### config.mk
export PLATFORM = sky130hd
export DESIGN_NAME = fetch_stage
export DESIGN_NICKNAME = d
export VERILOG_FILES = /design/src/rtl/rv32_pkg.sv /design/src/rtl/ifid_reg.sv /design/src/rtl/fetch_stage.sv
export SDC_FILE = /design/constraint.sdc
export NUM_CORES = 1
export LEC_CHECK = 0
export CAP_MARGIN = 40
export CORE_MARGIN = 3
export CORE_UTILIZATION = 40
export CTS_CLUSTER_DIAMETER = 50
export DETAILED_ROUTE_END_ITERATION = 16
export PLACE_DENSITY = 0.68
export SLEW_MARGIN = 20
export SYNTH_ARGS = -nofsm -noshare
export SYNTH_HDL_FRONTEND = slang
export SYNTH_SLANG_ARGS = --single-unit
export TNS_END_PERCENT = 10
### constraint.sdc
create_clock -name clk -period 4.3 [get_ports clk]
set_clock_uncertainty 0.2 [all_clocks]
set_input_delay 0.86 -clock clk [delete_from_list [all_inputs] [get_ports clk]]
set_output_delay 0.86 -clock clk [all_outputs]
set_load 0.01 [all_outputs]
### src/rtl/rv32_pkg.sv
// Shared RV32I core definitions: datapath width, reset/NOP defaults and
// the fetch-stage state encoding.
package rv32_pkg;

  localparam int XLEN = 32;

  localparam logic [XLEN-1:0] RESET_PC_DEF = 32'h0000_0000;
  localparam logic [XLEN-1:0] NOP_INST_DEF = 32'h0000_0013;

  typedef logic [1:0] fetch_state_t;

  localparam fetch_state_t S_FETCH = 2'd0;
  localparam fetch_state_t S_WAIT  = 2'd1;
  localparam fetch_state_t S_HOLD  = 2'd2;
  localparam fetch_state_t S_FAULT = 2'd3;

  function automatic logic [XLEN-1:0] pc_plus4(input logic [XLEN-1:0] pc);
    return pc + 32'd4;
  endfunction

endpackage

### src/rtl/ifid_reg.sv
// IF/ID pipeline slot. Priority: flush > load > hold > bubble.
module ifid_reg
  import rv32_pkg::*;
#(
  parameter logic [XLEN-1:0] NOP_INST = NOP_INST_DEF
) (
  input  logic            clk,
  input  logic            rst_n,
  input  logic            i_flush,
  input  logic            i_load,
  input  logic            i_hold,
  input  logic [XLEN-1:0] i_inst,
  input  logic [XLEN-1:0] i_pc,
  input  logic            i_misalign,
  output logic            o_valid,
  output logic [XLEN-1:0] o_inst,
  output logic [XLEN-1:0] o_pc,
  output logic [XLEN-1:0] o_pc4,
  output logic            o_misalign
);

  logic            r_valid;
  logic [XLEN-1:0] r_inst;
  logic [XLEN-1:0] r_pc;
  logic [XLEN-1:0] r_pc4;
  logic            r_misalign;

  // Bubbles and flushes keep id_pc/id_pc4 to avoid needless toggling.
  always_ff @(posedge clk) begin
    if (!rst_n) begin
      r_valid    <= 1'b0;
      r_inst     <= NOP_INST;
      r_pc       <= '0;
      r_pc4      <= 32'd4;
      r_misalign <= 1'b0;
    end else if (i_flush || (!i_load && !i_hold)) begin
      r_valid    <= 1'b0;
      r_inst     <= NOP_INST;
      r_misalign <= 1'b0;
    end else if (i_load) begin
      r_valid    <= 1'b1;
      r_inst     <= i_inst;
      r_pc       <= i_pc;
      r_pc4      <= pc_plus4(i_pc);
      r_misalign <= i_misalign;
    end
  end

  assign o_valid    = r_valid;
  assign o_inst     = r_inst;
  assign o_pc       = r_pc;
  assign o_pc4      = r_pc4;
  assign o_misalign = r_misalign;

endmodule

### src/rtl/fetch_stage.sv
// RV32I instruction fetch: PC, single-outstanding imem handshake, 1-entry
// response buffer and IF/ID slot. FETCH_MISALIGN_CHECK_EN adds the FAULT state.
//
// state   | meaning
// FETCH   | issue a request for pc (suppressed during a redirect)
// WAIT    | request outstanding; kill marks its response as stale
// HOLD    | response parked in the buffer while the slot is stalled
// FAULT   | misaligned redirect target presented in the slot until redirected
module fetch_stage
  import rv32_pkg::*;
#(
  parameter logic [XLEN-1:0] RESET_PC = RESET_PC_DEF,
  parameter logic [XLEN-1:0] NOP_INST = NOP_INST_DEF
) (
  input  logic            clk,
  input  logic            rst_n,
  output logic            imem_req,
  output logic [XLEN-1:0] imem_addr,
  input  logic            imem_rvalid,
  input  logic [XLEN-1:0] imem_rdata,
  input  logic            id_stall,
  input  logic            redirect_valid,
  input  logic [XLEN-1:0] redirect_pc,
  output logic            id_valid,
  output logic [XLEN-1:0] id_inst,
  output logic [XLEN-1:0] id_pc,
  output logic [XLEN-1:0] id_pc4,
  output logic            id_misalign
);

  fetch_state_t    r_state;
  logic [XLEN-1:0] r_pc;
  logic            r_kill;
  logic [XLEN-1:0] r_buf;

  logic            w_free;
  logic            w_bad_tgt;
  logic            w_outstanding;
  logic            w_take;
  logic            w_drain;
  logic            w_slot_load;
  logic            w_slot_flush;
  logic            w_slot_hold;
  logic [XLEN-1:0] w_slot_inst;
  logic [XLEN-1:0] w_slot_pc;

`ifdef FETCH_MISALIGN_CHECK_EN
  assign w_bad_tgt = redirect_valid && (redirect_pc[1:0] != 2'b00);
`else
  assign w_bad_tgt = 1'b0;
`endif

  assign w_free        = !id_valid || !id_stall;
  // A misaligned redirect out of WAIT leaves the response in flight inside FAULT.
  assign w_outstanding = (r_state == S_WAIT) || ((r_state == S_FAULT) && r_kill);
  assign w_take        = (r_state == S_WAIT) && imem_rvalid && !r_kill && w_free && !redirect_valid;
  assign w_drain       = (r_state == S_HOLD) && w_free && !redirect_valid;

  assign w_slot_load  = w_take || w_drain || w_bad_tgt;
  assign w_slot_flush = redirect_valid && !w_bad_tgt;
  assign w_slot_hold  = id_stall || (r_state == S_FAULT);
  assign w_slot_inst  = w_bad_tgt ? NOP_INST : ((r_state == S_HOLD) ? r_buf : imem_rdata);
  assign w_slot_pc    = w_bad_tgt ? redirect_pc : r_pc;

  assign imem_req  = rst_n && (r_state == S_FETCH) && !redirect_valid;
  assign imem_addr = r_pc;

  always_ff @(posedge clk) begin
    if (!rst_n) begin
      r_state <= S_FETCH;
      r_pc    <= RESET_PC;
      r_kill  <= 1'b0;
      r_buf   <= NOP_INST;
    end else if (redirect_valid) begin
      r_pc <= redirect_pc;
      if (w_bad_tgt) begin
        r_state <= S_FAULT;
        r_kill  <= w_outstanding && !imem_rvalid;
      end else if (w_outstanding && !imem_rvalid) begin
        r_state <= S_WAIT;
        r_kill  <= 1'b1;
      end else begin
        r_state <= S_FETCH;
        r_kill  <= 1'b0;
      end
    end else begin
      case (r_state)
        S_FETCH: r_state <= S_WAIT;
        S_WAIT: begin
          if (imem_rvalid) begin
            if (r_kill) begin
              r_kill  <= 1'b0;
              r_state <= S_FETCH;
            end else if (w_free) begin
              r_pc    <= pc_plus4(r_pc);
              r_state <= S_FETCH;
            end else begin
              r_buf   <= imem_rdata;
              r_state <= S_HOLD;
            end
          end
        end
        S_HOLD: begin
          if (w_free) begin
            r_pc    <= pc_plus4(r_pc);
            r_state <= S_FETCH;
          end
        end
        default: begin
          if (imem_rvalid) r_kill <= 1'b0;
        end
      endcase
    end
  end

  ifid_reg #(.NOP_INST(NOP_INST)) u_ifid (
    .clk        (clk),
    .rst_n      (rst_n),
    .i_flush    (w_slot_flush),
    .i_load     (w_slot_load),
    .i_hold     (w_slot_hold),
    .i_inst     (w_slot_inst),
    .i_pc       (w_slot_pc),
    .i_misalign (w_bad_tgt),
    .o_valid    (id_valid),
    .o_inst     (id_inst),
    .o_pc       (id_pc),
    .o_pc4      (id_pc4),
    .o_misalign (id_misalign)
  );

endmodule

==> results of run 1 <==
-- state kept, by name, indices dropped and copies added, names as in the netlist --
register	count
u_ifid.o_valid	1
imem_addr	32
r_buf	32
r_state	2
u_ifid.o_pc4	32
u_ifid.o_pc	30
u_ifid.o_inst	32
r_kill	1
-- worst max-delay path by stage --
stage / from / to / slack, ns / cells past startpoint
floorplan: redirect_valid / imem_req / 1.63 / 4
global placement: imem_rvalid / u_ifid.o_pc4[28]$_SDFFE_PN0P_ / 1.01 / 6
detailed placement: imem_rvalid / u_ifid.o_pc4[26]$_SDFFE_PN0P_ / 0.94 / 6
CTS: redirect_valid / imem_req / 1.13 / 4
global route: redirect_valid / imem_req / 1.08 / 4
finish: redirect_valid / imem_req / 1.15 / 4
-- final cells by class --
cell class,count,area (sq um)
multi-input cells,651,3780
repair buffers,213,2110
inverters,6,23.8
fillers,1668,8100
well taps,229,287
clock inverters,9,60.1
flip-flops and latches,162,3240
clock buffers,21,470
-- cell usage in the layout (no fill, tap or decap), types with 3 or more instances in the layout --
master,count
a21boi_0,3
nor4_1,6
clkinvlp_4,3
a311oi_1,5
mux2i_1,34
clkbuf_8,3
o21ai_0,54
nand2_1,155
clkbuf_16,17
a31oi_1,23
o31ai_1,12
nand3_1,26
dfxtp_1,162
xnor2_1,10
ha_1,4
clkdlybuf4s50_1,197
xor2_1,7
a211o_1,7
nand2b_1,4
a211oi_1,46
nand4_1,15
nor2b_1,4
inv_1,5
clkinv_2,5
or3_1,16
nor3_1,10
or4_1,15
nor2_1,65
buf_4,13
a21oi_1,78
nand3b_1,6
and3_1,8
and4_1,5
-- worst max-delay path, delay by kind of cell --
family	cells	cell delay (ns)
buf+inv	3	1.08
simple gates	1	0.15
-- routing by layer --
metal	track usage	vias up
met4	0.0687	0
met1	0.302	3297
met5	0	-
met3	0.0457	19
met2	0.321	254
li1	-	3531
-- cells by family (layout without fill, tap and decap cells) --
| group | after synthesis | in the layout |
|---|---|---|
| and+or+nand+nor | 348 | 348 |
| AOI/OAI and AO/OA | 245 | 245 |
| DFF | 162 | 162 |
| buffers and inverters | 97 | 249 |
| muxes | 35 | 35 |
| xor gates and xnor gates | 17 | 17 |
| adders and majority gates | 5 | 5 |
| other | 1 | 1 |
-- power by group --
part / internal [uW] / switching, uW
Clock: 775 / 597
Combinational: 186 / 178
Sequential: 1540 / 64.8
Total: 2500 / 840
-- stage by stage --
| step | instance area [sq um] | total power [uW] |
|---|---|---|
| global placement | 9450 | 2000 |
| global route | 9980 | 3470 |
| CTS | 9980 | 3370 |
| floorplan | 7390 | 1800 |
| detailed placement | 9450 | 2000 |
| finish | 9980 | 3340 |
==> summary.txt, run 1 <==
Drt
  – Highest routed layer: met4
  – Vias/cell: approximately 5.5
  – Post-route DRC: 0
  – Routed length per instance: ~17 microns
  – Initial DRC count: roughly 410
  – Post-route antenna net violation count: 0
  – Detailed Route WL: roughly 22 mm
  – TritonRoute pass-1 iters: 5
  – Routed wl met3: 1.37 mm
  – Via count: 7101
  – Met1 WL: 10.2 mm
  – Met2 routed WL: about 10 mm

Final layout
  – Share of layout cells above drive strength 1: 0.0593
  – Fin nets: 1125
  – Final Util: 0.552
  – Diodes inserted: 0
  – Final Non-Filler Cells: between 1000 and 1500
  – P&R area growth vs syn: 35.0%

Global routing
  – Initial antenna violation count: 0
  – Grt ovf: 0
  – Number of global-route vias before repair: 6320
  – First-pass GRT wire length: around 34 mm
  – Largest net degree at the start of global routing: between 70 and 80
  – GRT Total Usage: 0.212

Hold path
  – Hold Crit Endpoint: r_buf[22]$_SDFFE_PN0P_
  – Min-Delay Path Depth: 2
  – Hold Crit Class: flip-flop to flip-flop
  – HP Start: r_buf[22]$_SDFFE_PN0P_

Timing
  – Fin. max-slew vios: 0
  – Worst-Margin Slew: between 0.7 and 0.8 ns
  – Post-layout minimum cycle time: 3.15 ns
  – Worst hold margin: between 0.2 and 0.3 ns
  – RSZ-0062 raised after global routing: no
  – Peak Freq: 317 MHz
  – Setup_tns: 0 ns
  – Final setup margin: around 1.2 ns
  – Final setup fails: 0
  – Period utilization: 0.732
  – Normalized max-slew margin: 0.515
  – Hold Vio Cnt, Final: 0

Critical path
  – Worst r2r dst: u_ifid.o_pc4[30]$_SDFFE_PN0P_
  – Crit-path slowest cell: clkdlybuf4s50_1
  – CP arrival: approximately 2.1 ns
  – Crit path max fanout: 2
  – Crit path largest cell delay: around 0.57 ns
  – CP Launch Type: primary input
  – Critical path cell sequence: clkdlybuf4s50_1 > inv_1 > and3_1 > clkdlybuf4s50_1
  – Crit-path most repeated cell: clkdlybuf4s50_1
  – R2R depth: 5
  – Worst reg2reg startpoint: imem_addr[2]$_SDFFE_PN0P_
  – Req. time, crit path: about 3.2 ns
  – Flop2flop setup slack: ~1.6 ns
  – CP Capture Type: primary output
  – WS Path Type: primary input to primary output

Floorplan
  – Core Footprint: 0.0181 sq mm
  – Rows: around 50
  – Total die area: 0.0202 sq mm
  – DIE HEIGHT: roughly 140 microns
  – Die width: roughly 140 microns
  – Boundary Pins: 200
  – Initial Util: 0.409

Logic synthesis
  – Seq/Total Area, Yosys: 0.439
  – Xor and xnor area share after synthesis: 0.0201
  – Most frequent cell after synthesis: dfxtp_1
  – Synth Area in Adders: 0.00846
  – Synth top area share: 0.439
  – EDFF count, synth: 0
  – Syn Std Cell Area: approximately 0.0074 sq mm
  – Netlist cell types: 60
  – Ranking of synthesized cells by area: dfxtp_1 44%, nand2_1 7.9%, a21oi_1 5.3%, a211oi_1 4.7%, mux2i_1 4.6%
  – Post-synthesis mux area share: 0.0476
  – Syn nets: around 980
  – Synth Area in Compound Gates: 0.206
  – Syn. warnings: 0
  – List of most frequent post-synthesis cells: 162 x dfxtp_1, 155 x nand2_1, 78 x a21oi_1
  – Cell count after synthesis: 910
  – Syn Area/Cell: about 8 sq um
  – Asr flop ratio synth: 0
  – Largest family of logic cells by synthesized area: simple AND/OR/NAND/NOR gates
  – Largest area contributor in the netlist: dfxtp_1
  – Post-synth top flop: dfxtp_1
  – Post-Synth Simple-Gate Area: 0.225
  – Yosys reg bits: around 160

Place
  – Hpwl dp: 14.5 mm
  – PortBufs: between 150 and 200
  – Dpl ws: between 0.9 and 1 ns
  – Placed Cells: roughly 1300
  – Placer congestion estimate: slightly above 0.8

Power
  – PwrDens: roughly 330 mW/mm^2
  – Leak: between 0.003 and 0.004 uW
  – Maximum VDD drop: between 200 and 300 uV

Clock tree
  – H-tree depth: 4
  – Hold buffers post-CTS: 0
  – Sink Count: roughly 160
  – CTS clock-pin slew for the worst setup and hold paths: 0.06 ns
  – Num CTS Buffers: 17
  – Worst-Skew Late Latency: 0.42 ns
  – Clock root buffer: clkbuf_16
  – CTS tree: yes
  – Post-CTS Setup Repair Bufs: 0
  – CTS Buffer Depth: 2
  – Post-cts resize count: 0

Outcome
  – Status: completed

Flow run
  – Max-cap violation count: 0
(Power assumes the default switching activity.)
==> inputs of run 2 (changes only) <==
--- a/config.mk
+++ b/config.mk
@@ -10,7 +10,7 @@
 export CORE_UTILIZATION = 40
 export CTS_CLUSTER_DIAMETER = 50
 export DETAILED_ROUTE_END_ITERATION = 16
-export PLACE_DENSITY = 0.68
+export PLACE_DENSITY = 0.71
 export SLEW_MARGIN = 20
 export SYNTH_ARGS = -nofsm -noshare
 export SYNTH_HDL_FRONTEND = slang
==> constraint.sdc (replaced) <==
create_clock -name clk -period 2.7 [get_ports clk]
set_clock_uncertainty 0.2 [all_clocks]
set_input_delay 0.54 -clock clk [delete_from_list [all_inputs] [get_ports clk]]
set_output_delay 0.54 -clock clk [all_outputs]
set_load 0.01 [all_outputs]
==> run 2 against run 1 <==
Compared with the run above:
- sequential power grew 57%
- setup slack lost 1.1 ns
- clock-buffer cell count grew 1
- hold slack lost 0.0012 ns
- largest cell class unchanged
- critical path type unchanged
- combinational power grew 85%
==> summary.txt, run 2 (synthesis results as in run 1) <==
Clock tree
  – Hold buffers post-CTS: 0
  – Post-CTS Setup Repair Bufs: 0
  – Worst-Skew Late Latency: ~0.42 ns
  – Num CTS Buffers: 17
  – Clock root buffer: clkbuf_16
  – H-tree depth: 4
  – Sink Count: 162
  – CTS Buffer Depth: 2
  – CTS clock-pin slew for the worst setup and hold paths: approximately 0.06 ns
  – CTS tree: yes
  – Post-cts resize count: 0

Timing
  – Normalized max-slew margin: 0.555
  – Fin. max-slew vios: 0
  – Peak Freq: roughly 380 MHz
  – Worst-Margin Slew: 0.662 ns
  – Period utilization: 0.974
  – RSZ-0062 raised after global routing: no
  – Setup_tns: 0 ns
  – Final setup fails: 0
  – Post-layout minimum cycle time: 2.63 ns
  – Hold Vio Cnt, Final: 0

Critical path
  – Crit path max fanout: 2
  – CP Launch Type: primary input
  – CP Capture Type: primary output
  – R2R depth: 4
  – WS Path Type: primary input to primary output
  – Req. time, crit path: 1.96 ns
  – CP arrival: between 1.5 and 2 ns

Power
  – Leak: 0.00336 uW
  – Maximum VDD drop: 471 uV
  – PwrDens: approximately 530 mW/mm^2

Global routing
  – GRT Total Usage: 0.220
  – First-pass GRT wire length: ~36 mm
  – Largest net degree at the start of global routing: a little over 90
  – Initial antenna violation count: 0
  – Grt ovf: 0
  – Number of global-route vias before repair: 6779

Floorplan
  – Die width: between 100 and 150 microns
  – Initial Util: 0.409
  – Boundary Pins: 200
  – Core Footprint: approximately 0.018 sq mm
  – Rows: just under 50
  – Total die area: between 0.02 and 0.025 sq mm
  – DIE HEIGHT: approximately 140 microns

Flow run
  – Max-cap violation count: 0

Final layout
  – Final Util: 0.573
  – Commonest cells after routing, fill and taps aside: 197 x clkdlybuf4s50_1, 162 x dfxtp_1, 155 x nand2_1
  – Multi-input logic area: ~0.0038 sq mm
  – Register area: around 0.0032 sq mm
  – Share of layout cells above drive strength 1: 0.0917
  – Layout fillers: around 1600
  – Most common cell after layout, fill and taps aside: clkdlybuf4s50_1
  – Diodes inserted: 0
  – P&R area growth vs syn: 40.1%
  – Fin nets: about 1200

Drt
  – Detailed Route WL: roughly 22 mm
  – Post-route antenna net violation count: 0
  – Via count: ~7300
  – Post-route DRC: 0
  – Initial DRC count: approximately 560
  – Vias/cell: roughly 5.5
  – TritonRoute pass-1 iters: 5
  – Routed length per instance: 16.7 microns

Hold path
  – Min-Delay Path Depth: 2
  – Hold Crit Class: flip-flop to flip-flop

Place
  – Placer congestion estimate: 0.866
  – Hpwl dp: roughly 16 mm
  – PortBufs: between 150 and 200

Outcome
  – Status: completed
-- run 2: power by group --
group | leakage [uW] | internal [uW] | switching [uW]
combinational | 0.00178 | 339 | 336
clock | 0.000265 | 1350 | 996
sequential | 0.00132 | 2460 | 63.9
-- run 2: path summary, 6_finish.rpt --
kind | slack (ns) | start | endpoint
hold reg to reg | 0.25 | r_buf[2]$_SDFFE_PN0P_ | r_buf[2]$_SDFFE_PN0P_
setup reg to reg | 0.28 | imem_addr[16]$_SDFFE_PN0P_ | u_ifid.o_pc4[28]$_SDFFE_PN0P_
setup / recovery | 0.07 | redirect_valid | imem_req
hold / removal | 0.25 | r_buf[2]$_SDFFE_PN0P_ | r_buf[2]$_SDFFE_PN0P_
-- run 2: routing by layer --
| metal | global-route usage | wire (microns) | vias to the layer above |
|---|---|---|---|
| li1 | - | - | 3608 |
| met1 | 0.299 | 10100 | 3385 |
| met2 | 0.351 | 10200 | 273 |
| met3 | 0.0514 | 1480 | 32 |
| met4 | 0.0657 | 427 | 0 |
| met5 | 0 | 0 | - |
-- run 2: area by class of cell --
class,instances,area share
flip-flops and latches,162,0.313
clock buffers,22,0.0458
repair buffers,251,0.237
inverters,6,0.00230
well taps,229,0.0277
multi-input cells,651,0.365
clock inverters,10,0.00991
-- run 2: per-stage QoR --
step                      setup WS, ns  hold WS, ns  instance area [sq um]  power, uW  cells
final                           0.0689        0.253                  10400       5540   1331
after global routing            0.0330        0.268                  10400       5750   1331
after CTS                       0.0553        0.255                  10400       5580   1331
after detailed placement        0.0267        0.246                   9780       3240   1299
after global placement          0.0593        0.240                   9780       3230   1299
after floorplan                  0.350        0.236                   7390       2870    910
-- run 2: worst max-delay path, cell delays in order --
cell	delay, ns
clkdlybuf4s50_1	0.49
inv_1	0.11
and3_1	0.20
clkdlybuf4s50_1	0.55
==> inputs of run 3 (changes only) <==
--- a/config.mk
+++ b/config.mk
@@ -11,7 +11,6 @@
 export CTS_CLUSTER_DIAMETER = 50
 export DETAILED_ROUTE_END_ITERATION = 16
 export PLACE_DENSITY = 0.71
-export SLEW_MARGIN = 20
 export SYNTH_ARGS = -nofsm -noshare
 export SYNTH_HDL_FRONTEND = slang
 export SYNTH_SLANG_ARGS = --single-unit
==> results of run 3 <==
The final DEF is identical to that of run 2; final timing and power are the same.
